### src/rtl/tamper_event_monitor.sv
// Fabric-side monitor for the SmartFusion2 TAMPER status outputs: synchronises the status bus, captures
// an event record per change strobe into a FWFT FIFO, keeps counters/sticky flags and drives IRQ.
// Optional build macro: TAMPER_MON_TIMESTAMP_EN appends a 16-bit edge timestamp to each record.
module tamper_event_monitor #(
  parameter int FIFO_DEPTH    = 8,
  parameter int CNT_W         = 8,
  parameter int SETTLE_CYCLES = 2,
`ifdef TAMPER_MON_TIMESTAMP_EN
  localparam int REC_W        = 27
`else
  localparam int REC_W        = 11
`endif
) (
  input  logic             CLK,
  input  logic             RESET,
  input  logic             JTAG_ACTIVE,
  input  logic             LOCK_TAMPER_DETECT,
  input  logic             MESH_SHORT_ERROR,
  input  logic [3:0]       DETECT_CATEGORY,
  input  logic             DETECT_ATTEMPT,
  input  logic             DETECT_FAIL,
  input  logic             DIGEST_ERROR,
  input  logic             SC_ROM_DIGEST_ERROR,
  input  logic             TAMPER_CHANGE_STROBE,
  input  logic             RD_EN,
  output logic [REC_W-1:0] RD_DATA,
  output logic             EMPTY,
  output logic             FULL,
  output logic             OVERFLOW,
  output logic             DIGEST_STICKY,
  output logic [CNT_W-1:0] ATTEMPT_CNT,
  output logic [CNT_W-1:0] FAIL_CNT,
  output logic             IRQ,
  input  logic             IRQ_CLR
);

  localparam int AW = $clog2(FIFO_DEPTH);

  typedef enum logic [1:0] {
    S_IDLE,
    S_SETTLE,
    S_CAPTURE
  } state_e;

  state_e             state_q, state_d;
  logic [3:0]         settle_q, settle_d;
  logic [11:0]        sync1_q, sync1_d;
  logic [11:0]        sync2_q, sync2_d;
  logic               strb_prev_q, strb_prev_d;
  logic [AW:0]        wr_ptr_q, wr_ptr_d;
  logic [AW:0]        rd_ptr_q, rd_ptr_d;
  logic [REC_W-1:0]   mem_q [FIFO_DEPTH];
  logic [REC_W-1:0]   mem_d [FIFO_DEPTH];
  logic               overflow_q, overflow_d;
  logic               digest_q, digest_d;
  logic [CNT_W-1:0]   attempt_q, attempt_d;
  logic [CNT_W-1:0]   fail_q, fail_d;
  logic               irq_q, irq_d;

  logic [10:0]        stat_async;
  logic [10:0]        stat_sync;
  logic [REC_W-1:0]   rec;
  logic               edge_det;
  logic               empty;
  logic               full;
  logic               rd_fire;
  logic               push;

  assign stat_async = {DETECT_CATEGORY, DETECT_ATTEMPT, DETECT_FAIL, DIGEST_ERROR,
                       SC_ROM_DIGEST_ERROR, MESH_SHORT_ERROR, LOCK_TAMPER_DETECT, JTAG_ACTIVE};
  assign stat_sync  = sync2_q[10:0];
  assign edge_det   = sync2_q[11] & ~strb_prev_q;

`ifdef TAMPER_MON_TIMESTAMP_EN
  logic [15:0] ts_q, ts_d;
  logic [15:0] ts_hold_q, ts_hold_d;

  // Timestamp is latched on the edge-detect cycle, not at capture, so it marks when the strobe arrived.
  always_comb begin
    ts_d      = ts_q + 16'd1;
    ts_hold_d = ts_hold_q;
    if (state_q == S_IDLE && edge_det) begin
      ts_hold_d = ts_q;
    end
  end

  always_ff @(posedge CLK) begin
    if (RESET) begin
      ts_q      <= '0;
      ts_hold_q <= '0;
    end else begin
      ts_q      <= ts_d;
      ts_hold_q <= ts_hold_d;
    end
  end

  assign rec = {stat_sync, ts_hold_q};
`else
  assign rec = stat_sync;
`endif

  assign empty   = (wr_ptr_q == rd_ptr_q);
  assign full    = (wr_ptr_q[AW] != rd_ptr_q[AW]) && (wr_ptr_q[AW-1:0] == rd_ptr_q[AW-1:0]);
  assign rd_fire = RD_EN && !empty;
  assign push    = (state_q == S_CAPTURE);

  always_comb begin
    sync1_d     = {TAMPER_CHANGE_STROBE, stat_async};
    sync2_d     = sync1_q;
    strb_prev_d = sync2_q[11];
    state_d     = state_q;
    settle_d    = settle_q;
    wr_ptr_d    = wr_ptr_q;
    rd_ptr_d    = rd_ptr_q;
    mem_d       = mem_q;
    overflow_d  = overflow_q;
    digest_d    = digest_q;
    attempt_d   = attempt_q;
    fail_d      = fail_q;

    case (state_q)
      S_IDLE: begin
        if (edge_det) begin
          state_d  = S_SETTLE;
          settle_d = 4'(SETTLE_CYCLES - 1);
        end
      end
      S_SETTLE: begin
        if (edge_det) overflow_d = 1'b1;
        if (settle_q == 4'd0) state_d = S_CAPTURE;
        else                  settle_d = settle_q - 4'd1;
      end
      S_CAPTURE: begin
        if (edge_det) overflow_d = 1'b1;
        state_d = S_IDLE;
        if (stat_sync[6] && attempt_q != {CNT_W{1'b1}}) attempt_d = attempt_q + 1'b1;
        if (stat_sync[5] && fail_q != {CNT_W{1'b1}})    fail_d    = fail_q + 1'b1;
        if (stat_sync[4] || stat_sync[3])               digest_d  = 1'b1;
      end
      default: state_d = S_IDLE;
    endcase

    if (rd_fire) rd_ptr_d = rd_ptr_q + (AW+1)'(1);

    // A simultaneous pop frees the head slot, so a push into a full FIFO still succeeds.
    if (push) begin
      if (!full || rd_fire) begin
        mem_d[wr_ptr_q[AW-1:0]] = rec;
        wr_ptr_d = wr_ptr_q + (AW+1)'(1);
      end else begin
        overflow_d = 1'b1;
      end
    end

    if (IRQ_CLR) begin
      overflow_d = 1'b0;
      digest_d   = 1'b0;
      attempt_d  = '0;
      fail_d     = '0;
    end

    irq_d = !empty || overflow_q || digest_q;
  end

  always_ff @(posedge CLK) begin
    if (RESET) begin
      state_q     <= S_IDLE;
      settle_q    <= '0;
      sync1_q     <= '0;
      sync2_q     <= '0;
      strb_prev_q <= 1'b0;
      wr_ptr_q    <= '0;
      rd_ptr_q    <= '0;
      mem_q       <= '{default: '0};
      overflow_q  <= 1'b0;
      digest_q    <= 1'b0;
      attempt_q   <= '0;
      fail_q      <= '0;
      irq_q       <= 1'b0;
    end else begin
      state_q     <= state_d;
      settle_q    <= settle_d;
      sync1_q     <= sync1_d;
      sync2_q     <= sync2_d;
      strb_prev_q <= strb_prev_d;
      wr_ptr_q    <= wr_ptr_d;
      rd_ptr_q    <= rd_ptr_d;
      mem_q       <= mem_d;
      overflow_q  <= overflow_d;
      digest_q    <= digest_d;
      attempt_q   <= attempt_d;
      fail_q      <= fail_d;
      irq_q       <= irq_d;
    end
  end

  assign RD_DATA       = empty ? '0 : mem_q[rd_ptr_q[AW-1:0]];
  assign EMPTY         = empty;
  assign FULL          = full;
  assign OVERFLOW      = overflow_q;
  assign DIGEST_STICKY = digest_q;
  assign ATTEMPT_CNT   = attempt_q;
  assign FAIL_CNT      = fail_q;
  assign IRQ           = irq_q;

endmodule
### config.mk
export PLATFORM = sky130hd
export DESIGN_NAME = tamper_event_monitor
export DESIGN_NICKNAME = d
export VERILOG_FILES = /design/src/rtl/tamper_event_monitor.sv
export SDC_FILE = /design/constraint.sdc
export NUM_CORES = 1
export LEC_CHECK = 0
export ABC_AREA = 1
export BUFFER_PORTS_ARGS = -buffer_cell sky130_fd_sc_hd__buf_2
export CORE_UTILIZATION = 45
export CTS_CLUSTER_DIAMETER = 200
export DETAILED_ROUTE_END_ITERATION = 6
export GPL_ROUTABILITY_DRIVEN = 1
export PLACE_DENSITY = 0.6
export SYNTH_ARGS = -nofsm -noshare
export SYNTH_HDL_FRONTEND = slang
export SYNTH_SLANG_ARGS = --single-unit
### constraint.sdc
create_clock -name CLK -period 2 [get_ports CLK]
set_input_delay 0.1 -clock CLK [delete_from_list [all_inputs] [get_ports CLK]]
set_output_delay 0.1 -clock CLK [all_outputs]
set_load 0.02 [all_outputs]
======== Word-level counts from Yosys, hierarchy flattened ========
Cells that the tools add are included.
storage, ports and cells
  word-level logic and storage cells ...... 81
  bits of input ports ..................... 16
  output and inout port bits .............. 32
  register bits ........................... 146
cells by class
  equal/unequal tests ..................... 10
  reduce and logical (&&, ||, !) cells .... 22
  $add $sub $neg .......................... 5
  mux-type cells .......................... 17
  bitwise gates (word level) .............. 4
  magnitude comparators ................... 3
operators by type and width
  kind                   number
  $bwmux W88             1
  $mux W11               4
  $bmux W11 S3           1
  $demux W11 S3          1
  $add A8 B1 Y8 const B  2
  $ne A8 B8 Y1 const B   2
  $reduce_and A2 Y1      5
  $add A4 B1 Y4 const B  2
  $ge A4 B4 Y1 const B   2
  $mux W4                2
  $not A3 Y4             2
  $pmux W4 S2            1
  $ne A2 B2 Y1 const B   3
  $logic_and A1 B1 Y1    5
  $eq A4 B4 Y1           1
  $logic_not A4 Y1       1
  $logic_or A1 B1 Y1     4
  $lt A4 B1 Y1 const B   1
  $mux W1                4
  $mux W2                2
  $pmux W2 S2            1
  $reduce_or A2 Y1       2
  $sub A4 B1 Y4 const B  1
  $eq A3 B3 Y1           1
  9 further kinds        10

======== Depth between registers and ports, before layout ========
Gate-level depths: netlist of the first run.
  depth after elaboration ................. 6
  mapped depth ............................ 11
  gate-level depth less buffers ........... 11

======== Worst setup path after synthesis of the first run ========
No wires, ideal clock.
  kind .................................... register -> register
  from .................................... register attempt_q[0], in the netlist ATTEMPT_CNT[0]
  to ...................................... register attempt_q[0], in the netlist ATTEMPT_CNT[0]
  cell stages (with the launch flop) ...... 7
  library setup time ...................... 0.138 ns
  period minus slack after synthesis ...... 1.678 ns
  path buffers ............................ 0
  arrival ................................. 1.540 ns
  required time ........................... 1.862 ns
  path slack .............................. 0.322 ns
  cell sequence ........................... dfxtp_1 ha_1 nand2_1 nor3_1 a21oi_1 o21ai_0 a21oi_1
on the way
  cells in the longest elaborated chain, start to end .. 3
  elaborated cells on any way between the ends .. 4
  those cells by class .................... add/sub (1); eq/ne (1); reduce/logical (2)
RTL lines
  element                                                                line  source
  start: declaration                                                     56    logic [CNT_W-1:0] attempt_q, attempt_d;
  start signal: assignment                                               191   attempt_q <= attempt_d;
  parallel branches: the longest is 3 deep, another holds $add A8 B1 Y8  n/a
Parallel ways; which one is timed is not known.
A chain may end at the register's enable or synchronous reset.

======== Worst setup path in the final report of the first run ========
  from .................................... register rd_ptr_q[0]
  to ...................................... output port RD_DATA[4]
on the way
  cells in the longest elaborated chain, start to end .. 5
  elaborated cells on any way between the ends .. 6
  those cells by class .................... eq/ne (1); mux (4); bitwise (1)
RTL lines
  element                                       line  source
  start: declaration                            51    logic [AW:0] rd_ptr_q, rd_ptr_d;
  start signal: assignment                      187   rd_ptr_q <= rd_ptr_d;
  $not A3 Y4 (implied by the code)              197   assign RD_DATA = empty ? '0 : mem_q[rd_ptr_q[AW-1:0]];
  $bmux W11 S3                                  197
  $mux W11 (implied by the code) (2 in series)  197
  $mux W11 *                                    197
  end: declaration                              26    output logic [REC_W-1:0] RD_DATA,
Mark *: on every way between the ends. The rest lies on a longest branch, timed or not. The select of a mux whose other input is x is not followed.

==> results.tsv, run 1 <==
metric	value	unit
outcome	finished clean	
average size of a mapped cell	6.48	um2
CTS tree	yes	
Placeable Area	16100	um2
largest net degree at the start of global routing	55	
Leakage	3.98	nW
CP max-delay cell	dfxtp_4	
Storage cell area	2930	um2
HP Class	in -> reg	
Synth Register Bits	146	
clock root buffer	clkbuf_16	
worst hold path stage count	2	
Post-Syn Instances	1157	
grt total ovfl	0	
Worst setup EP type	output port	
ratio of cells with drive above 1 in the final layout	11.7	%
Crit path required time	1.90	ns
first-pass GRT wire length	31500	um
CP Class	reg -> out	
Clock Skews	0.00644	ns
DR iter-0 viols	447	
diode count	0	
total CTS buffers	17	
first-pass iteration count of the detailed router	5	
Max IR drop VDD	690	uV
Hold Crit Start	RESET	
RSZ-0062 raised after global routing	yes	
Port Buffers	47	
worst min-delay path endpoint	sync1_q[11]$_SDFF_PP0_	
total power	10.0	mW
ys flop type	dfxtp_1	
# fillers	1611	
clock buffer depth	2	
Max Cap Viol	0	
Placement Setup Slack	0.108	ns
start of the worst register-to-register path	wr_ptr_q[0]$_SDFFE_PP0P_	
Crit path max-delay family	buffers and inverters	
Tot GR Track Use	23.8	%
Max Slew Vio Count	0	
final antenna-violating net count	0	
Die X-Extent	131	um
r2r setup slk	0.19	ns
via count	6891	
H-tree depth	4	
Levels on crit path	8	
worst path cell trace	inv_1 > buf_12 > a21oi_1 > o21ai_1 > nand3_1 > nand2_1 > a31oi_2 > buf_4	
Die ar.	17200	um2
minimum clock period	1.97	ns
final setup vio count	0	
Post-synth EDFFs	0	
Crit Path Max Fanout	46	
final hold violations	0	
Clock transition at path regs	0.06	ns
clock latency on the worst-skew pair	0.42	ns
Final period util	98.5	%
GPL Wtd Cong	0.832	
Multi-input gate area	3370	um2
nets@finish	1224	
Slew @ Worst Pin	0.526	ns
Layout area overhead	18.0	%
DRT Wirelength	18900	um
Fmax	507	MHz
Via density	4.83	
commonest non-fill, non-tap cell in the layout	inv_1	
Power Density	1130	nW/um2
Die Height	131	um
asr flop ratio synth	0	%
synthesized netlist net count	1184	
reg-to-reg critical path endpoint	mem_q[78]$_SDFFE_PP0P_	
mapped cell area	7490	um2
vias in the first global route	6169	
Initial Util	46.7	%
DRC	0	
Slew Limit Headroom	64.6	%
most frequent cells in the layout	inv_1 (252), nand2_1 (242), dfxtp_1 (143)	
row count	46	
routed length per instance	13.3	um
initial antenna violation count	0	
CP peak stage delay	0.37	ns
Worst Slack Setup Final	0.0291	ns
placed wire-length estimate	12400	um
Setup crit start kind	flop	
R2R depth	9	
CP Buf/Inv Count	3	
IO Count	48	
crit path DAT	1.87	ns
warnings from Yosys	0	
sequential area share after synthesis	39.0	%
synth unique cells	26	
clock sink count	146	
==> cell usage after synthesis (11+ instances only) <==
cell	number	area [um2]
nand3_1	38	190
inv_1	253	950
nor2_1	128	480
nand2_1	243	912
a21oi_1	71	355
buf_1	15	56.3
o21ai_0	64	320
clkbuf_1	33	124
ha_1	11	138
nand4_1	90	563
dfxtp_1	146	2920
a31oi_1	12	75.1
==> layout make-up <==
type | instances | share of cell area (%)
well taps | 216 | 3.06
repair buffers | 93 | 8.16
inverters | 257 | 10.9
multi-input cells | 682 | 38.1
clock buffers | 18 | 4.85
clock inverters | 14 | 1.75
flip-flops and latches | 146 | 33.1
==> worst reg2reg max path, cell delays in order (launching register included) <==
cell and delay, ns:
dfxtp_1 0.40, inv_2 0.08, nand2_1 0.07, nand2_2 0.07, nor2_4 0.12, nand4_4 0.32
nand3_1 0.46, nand2_1 0.09, inv_1 0.07, nor2_1 0.04
==> routing by layer <==
layer	GRT usage (%)	routed length, um	share of wire [%]
met4	7.03	313	1.7
met5	0	0	0
met3	4.60	744	3.9
met2	37.8	8690	46
met1	32.7	9180	49
==> worst max path at each step <==
stage / slack [ns] / to / from
5_1_grt: -0.06 / RD_DATA[3] / rd_ptr_q[0]$_SDFFE_PP0P_
3_3_place_gp: 0.09 / mem_q[6]$_SDFFE_PP0P_ / rd_ptr_q[0]$_SDFFE_PP0P_
4_1_cts: -0.01 / RD_DATA[3] / rd_ptr_q[0]$_SDFFE_PP0P_
6_report: 0.03 / RD_DATA[4] / rd_ptr_q[0]$_SDFFE_PP0P_
3_5_place_dp: 0.11 / mem_q[4]$_SDFFE_PP0P_ / rd_ptr_q[0]$_SDFFE_PP0P_
2_1_floorplan: 0.32 / ATTEMPT_CNT[0]$_SDFFE_PP0P_ / ATTEMPT_CNT[0]$_SDFFE_PP0P_
==> state kept, by name, summed over array words and instances, names as in the netlist <==
name / count
OVERFLOW: 1
FAIL_CNT: 8
sync1_q: 12
mem_q: 88
state_q: 2
DIGEST_STICKY: 1
settle_q: 4
IRQ: 1
wr_ptr_q: 4
sync2_q: 12
strb_prev_q: 1
ATTEMPT_CNT: 8
rd_ptr_q: 4
==> power by group <==
part	switching (mW)	internal [mW]	total [mW]
clock	1.32	1.85	3.17
sequential	0.118	3.14	3.26
combinational	2.34	1.27	3.60
total	3.78	6.26	10.0
==> stage by stage <==
stage,std cells,cell area [um2],TNS (ns),utilization [%],hold slack (ns)
2_1_floorplan,1157,7490,0,-,0.207
6_report,1426,8840,0,55.1,0.0103
3_3_place_gp,1378,7910,0,49.3,0.300
4_1_cts,1424,8730,-0.0192,54.3,0.00601
3_5_place_dp,1378,7910,0,49.3,0.311
5_1_grt,1426,8840,-0.315,55.1,0.0297
==> cells by family (layout without fill, tap and decap cells) <==
| kind of cell | Yosys count | count (layout) | synth area share, % |
|---|---|---|---|
| adders and majority gates | 11 | 11 | 1.84 |
| xor gates and xnor gates | 9 | 9 | 1.15 |
| AOI/OAI and AO/OA | 150 | 150 | 10.3 |
| DFF | 146 | 146 | 39.0 |
| buffers and inverters | 329 | 382 | 17.8 |
| and+or+nand+nor | 512 | 512 | 29.8 |
==> timing repair <==
action                                  4_1_cts  5_1_grt
resized for setup                            22       27
hold buffers                                 13        0
gates cloned                                  0        0
pin swaps                                     1        1
endpoints found under the setup margin       11       36
endpoints found under the hold margin        13        0
buffers inserted                              1        2
No activity file was read; power rests on OpenSTA's default activity.
==> run 2: changes to the inputs <==
--- a/config.mk
+++ b/config.mk
@@ -7,6 +7,7 @@
 export LEC_CHECK = 0
 export ABC_AREA = 1
 export BUFFER_PORTS_ARGS = -buffer_cell sky130_fd_sc_hd__buf_2
+export CORE_ASPECT_RATIO = 1.1
 export CORE_UTILIZATION = 45
 export CTS_CLUSTER_DIAMETER = 200
 export DETAILED_ROUTE_END_ITERATION = 6
==> run 2 against run 1 <==
Against the previous run:
- cell area up 0.52%
- critical path depth is 4 lower
- die area about the same
- non-clock buffer count grew 15
- maximum frequency increased by 0.58%
- global-route usage up 0.29 points
- cell count unchanged
- routed wire length is 5.8% higher
- sequential power about the same
- first-iteration DRC count increased by 28%
- count of clock-buffer cells in the layout up 1
- clock power increased by 10%
- largest power group unchanged
==> results.tsv, run 2 (synthesized netlist as in run 1, its figures left out) <==
metric	value	unit
Final period util	98.0	%
commonest non-fill, non-tap cell in the layout	inv_1	
Fmax	510	MHz
Slew @ Worst Pin	0.635	ns
reg-to-reg critical path endpoint	mem_q[36]$_SDFFE_PP0P_	
Layout Cells excl Fill	1426	
Crit path required time	1.90	ns
first-pass GRT wire length	31900	um
Crit Path Max Fanout	13	
largest net degree at the start of global routing	98	
DR iter-0 viols	573	
clock buffer depth	2	
Slew Limit Headroom	57.6	%
final antenna-violating net count	0	
Biggest register	mem_q	
DRC	0	
clock sink count	146	
GPL Wtd Cong	0.803	
row count	49	
CP Class	reg -> out	
dpl cells	1377	
number of flip-flops in the largest register	88	
DRT Wirelength	20000	um
Die Height	137	um
Die X-Extent	125	um
final setup vio count	0	
Max IR drop VDD	833	uV
Layout area overhead	18.7	%
nets@finish	1239	
via count	6924	
total CTS buffers	17	
Via density	4.86	
start of the worst register-to-register path	rd_ptr_q[0]$_SDFFE_PP0P_	
most frequent cells in the layout	inv_1 (253), nand2_1 (243), dfxtp_1 (140)	
RSZ-0062 raised after global routing	yes	
instance area at placement	7990	um2
vias in the first global route	6249	
placed wire-length estimate	12700	um
final instance area	8890	um2
HP Class	in -> reg	
clock latency on the worst-skew pair	0.43	ns
Largest regs	mem_q: 88 flops, sync1_q: 12 flops, sync2_q: 12 flops	
H-tree depth	4	
r2r setup slk	0.19	ns
Power Density	1190	nW/um2
setup TNS	0	ns
R2R depth	12	
Setup crit start kind	flop	
first-pass iteration count of the detailed router	5	
routed length per instance	14.0	um
ratio of cells with drive above 1 in the final layout	11.9	%
grt total ovfl	0	
Max Slew Vio Count	0	
minimum clock period	1.96	ns
Clock transition at path regs	0.06	ns
IO Count	48	
initial antenna violation count	0	
final hold violations	0	
Worst setup EP type	output port	
crit path DAT	1.86	ns
Max Cap Viol	0	
crit path from	rd_ptr_q[2]$_SDFFE_PP0P_	
CTS tree	yes	
Die ar.	17200	um2
Placeable Area	16300	um2
clock root buffer	clkbuf_16	
Tot GR Track Use	24.1	%
outcome	finished clean	
Port Buffers	47	
Worst Setup EP	RD_DATA[8]	
Leakage	4.09	nW
Initial Util	45.9	%
Clock Skews	0.00907	ns
diode count	0	
-- run 2: area by class of cell --
type | count | area (um2)
fill | 1639 | 7420
timing repair buffer | 108 | 827
inverter | 257 | 965
tap | 204 | 255
clock buffer | 19 | 443
clock inverter | 10 | 184
multi-input combinational | 682 | 3290
sequential | 146 | 2930
-- run 2: worst min-delay path by stage --
| stage | start | slack, ns | cells after the start | end |
|---|---|---|---|---|
| after global placement | TAMPER_CHANGE_STROBE | 0.30 | 3 | sync1_q[11]$_SDFF_PP0_ |
| after CTS | RESET | 0.02 | 4 | FAIL_CNT[5]$_SDFFE_PP0P_ |
| after global routing | RESET | 0.06 | 4 | FAIL_CNT[6]$_SDFFE_PP0P_ |
| final | RESET | 0.02 | 4 | FAIL_CNT[5]$_SDFFE_PP0P_ |
| after detailed placement | DETECT_ATTEMPT | 0.30 | 3 | sync1_q[6]$_SDFF_PP0_ |
| after floorplan | JTAG_ACTIVE | 0.21 | 2 | sync1_q[0]$_SDFF_PP0_ |
-- run 2: worst max-delay path: stages (launching register included) --
cell and delay, ns:
dfxtp_1 0.33, buf_4 0.21, inv_1 0.49, a31oi_2 0.19
buf_4 0.21
-- run 2: stage by stage --
step	hold WS, ns	power (mW)	setup WS, ns	utilization, %
6_report	0.0184	10.6	0.0404	54.5
5_1_grt	0.0558	11.2	-0.0365	54.5
4_1_cts	0.0208	10.4	0.0113	54.1
3_5_place_dp	0.305	6.70	0.179	49.0
3_3_place_gp	0.301	6.68	0.182	49.0
2_1_floorplan	0.207	5.64	0.322	-
-- run 2: power breakdown --
| part | switching (mW) | internal, mW |
|---|---|---|
| registers | 0.113 | 3.14 |
| logic | 2.49 | 1.33 |
| clock network | 1.26 | 2.22 |
| total | 3.87 | 6.70 |
-- run 2: timing repair --
item	in CTS	in global routing
hold endpoints to repair	17	0
pin swaps	2	2
setup buffers	2	3
hold buffers	14	0
resized for setup	11	22
setup endpoints to repair	11	13
gates cloned	1	0
-- run 2: metal layers --
layer / GRT usage [%] / vias to the layer above / share of wire, %
met3: 4.62 / 24 / 4.7
met5: 0 / - / 0
li1: - / 3685 / -
met2: 40.7 / 166 / 47
met4: 9.62 / 0 / 1.6
met1: 30.4 / 3049 / 47
==> run 3: changes to the inputs <==
--- a/config.mk
+++ b/config.mk
@@ -7,12 +7,11 @@
 export LEC_CHECK = 0
 export ABC_AREA = 1
 export BUFFER_PORTS_ARGS = -buffer_cell sky130_fd_sc_hd__buf_2
-export CORE_ASPECT_RATIO = 1.1
+export CORE_ASPECT_RATIO = 1.25
 export CORE_UTILIZATION = 45
 export CTS_CLUSTER_DIAMETER = 200
 export DETAILED_ROUTE_END_ITERATION = 6
 export GPL_ROUTABILITY_DRIVEN = 1
-export PLACE_DENSITY = 0.6
 export SYNTH_ARGS = -nofsm -noshare
 export SYNTH_HDL_FRONTEND = slang
 export SYNTH_SLANG_ARGS = --single-unit
==> run 3 against run 2 <==
Against the previous run:
- die area barely moved
- worst setup slack improved by 0.018 ns
- clock power fell by 7.4%
- global-route usage up 0.32 points
- maximum frequency is 0.94% higher
- total power is 3.2% lower
- routed wire length is 2.8% higher
- critical path type unchanged
- highest routed layer unchanged
- critical endpoint is now RD_DATA[2]
- utilization is 0.25 points higher
- hold slack gained 0.38 ns
==> results.tsv, run 3 (synthesized netlist as in run 1, its figures left out) <==
metric	value	unit
Worst setup EP type	output port	
outcome	finished clean	
first-pass iteration count of the detailed router	5	
crit path DAT	1.84	ns
CTS tree	yes	
Max Cap Viol	0	
most frequent cells in the layout	inv_1 (251), nand2_1 (243), dfxtp_1 (140)	
DRC	0	
reg-to-reg critical path endpoint	mem_q[8]$_SDFFE_PP0P_	
RSZ-0062 raised after global routing	no	
Die X-Extent	117	um
CP Class	reg -> out	
H-tree depth	4	
Via density	4.84	
IO Count	48	
Max Slew Vio Count	0	
number of flip-flops in the largest register	88	
GPL Wtd Cong	0.808	
minimum clock period	1.94	ns
final setup vio count	0	
placed wire-length estimate	12900	um
Die Height	146	um
clock sink count	146	
ratio of cells with drive above 1 in the final layout	11.5	%
R2R depth	8	
routed length per instance	14.3	um
Fmax	515	MHz
Crit Path Max Fanout	6	
Biggest register	mem_q	
Tot GR Track Use	24.4	%
largest net degree at the start of global routing	93	
Die ar.	17200	um2
Worst Setup EP	RD_DATA[2]	
start of the worst register-to-register path	state_q[0]$_SDFFE_PP0P_	
Power Density	1150	nW/um2
DR iter-0 viols	488	
Final period util	97.1	%
Storage cell area	2940	um2
Leakage	4.07	nW
Initial Util	46.1	%
initial antenna violation count	0	
hold_ws	0.399	ns
Clock Skews	0.0104	ns
Max IR drop VDD	673	uV
final antenna-violating net count	0	
row count	52	
Port Buffers	47	
final hold violations	0	
Largest regs	mem_q: 88 flops, sync1_q: 12 flops, sync2_q: 12 flops	
Layout area overhead	18.9	%
commonest non-fill, non-tap cell in the layout	inv_1	
Multi-input gate area	3310	um2
crit path from	rd_ptr_q[3]$_SDFFE_PP0P_	
via count	6956	
HP Class	reg -> reg	
grt total ovfl	0	
clock buffer depth	2	
# fillers	1670	
r2r setup slk	0.32	ns
clock latency on the worst-skew pair	0.43	ns
first-pass GRT wire length	33000	um
diode count	0	
clock root buffer	clkbuf_16	
Slew Limit Headroom	58.3	%
nets@finish	1237	
Placeable Area	16300	um2
vias in the first global route	6384	
Clock transition at path regs	0.06	ns
Setup crit start kind	flop	
Slew @ Worst Pin	0.621	ns
DRT Wirelength	20600	um
setup TNS	0	ns
Crit path required time	1.90	ns
total CTS buffers	17	
-- run 3: changes by cell type in the layout (fill, tap and decap cells not counted), sizes merged --
cell / previous run / this run
inv: 258 / 257
bufinv: 5 / 3
clkinvlp: 2 / 4
clkbuf: 19 / 22
dlygate4sd3: 14 / 17
buf: 94 / 89
-- run 3: worst min path at each step --
stage                          startpoint                endpoint  cells after the start
floorplan                     JTAG_ACTIVE   sync1_q[0]$_SDFF_PP0_                      2
global placement       DETECT_CATEGORY[3]  sync1_q[10]$_SDFF_PP0_                      3
detailed placement         DETECT_ATTEMPT   sync1_q[6]$_SDFF_PP0_                      3
CTS                        DETECT_ATTEMPT   sync1_q[6]$_SDFF_PP0_                      4
global route        sync1_q[8]$_SDFF_PP0_   sync2_q[8]$_SDFF_PP0_                      2
finish              sync1_q[7]$_SDFF_PP0_   sync2_q[7]$_SDFF_PP0_                      2
-- run 3: what timing repair did --
action,in CTS,in global routing
buffers inserted,0,1
endpoints found under the hold margin,19,0
pin swaps,1,0
setup endpoints to repair,11,11
hold buffers,17,0
gates cloned,0,1
gates resized for setup,17,22
-- run 3: stage by stage --
stage	power (mW)	utilization, %	cell area, um2	setup slack [ns]	instances
2_1_floorplan	5.64	-	7490	0.322	1157
3_3_place_gp	6.69	49.1	7990	0.264	1388
3_5_place_dp	6.70	49.1	7990	0.250	1388
4_1_cts	10.0	54.1	8800	0.00559	1436
5_1_grt	10.8	54.8	8910	0.000510	1438
6_report	10.2	54.8	8910	0.0586	1438
-- run 3: critical path, stage by stage (launching register included) --
cell     delay [ns]
dfxtp_2        0.39
xor2_4         0.19
inv_1          0.10
nand3_4        0.11
buf_4          0.18
nand2_1        0.07
a31oi_1        0.18
buf_2          0.20
-- run 3: layer usage --
layer  GRT usage (%)  wire length, um  vias up
li1                -                -     3679
met1            30.7             9250     3090
met2            41.8            10000      161
met3            3.91              952       26
met4            9.09              396        0
met5               0                0        -
-- run 3: area by class of cell --
| cell class | count | area share (%) |
|---|---|---|
| Multi-Input combinational cell | 682 | 37.1 |
| Tap cell | 216 | 3.03 |
| Inverter | 257 | 10.9 |
| Clock buffer | 22 | 5.10 |
| Sequential cell | 146 | 33.0 |
| Clock inverter | 9 | 1.47 |
| Timing Repair Buffer | 106 | 9.38 |
-- run 3: power breakdown --
group | switching, mW | internal (mW)
clock network | 1.24 | 1.99
registers | 0.136 | 3.15
logic | 2.44 | 1.28
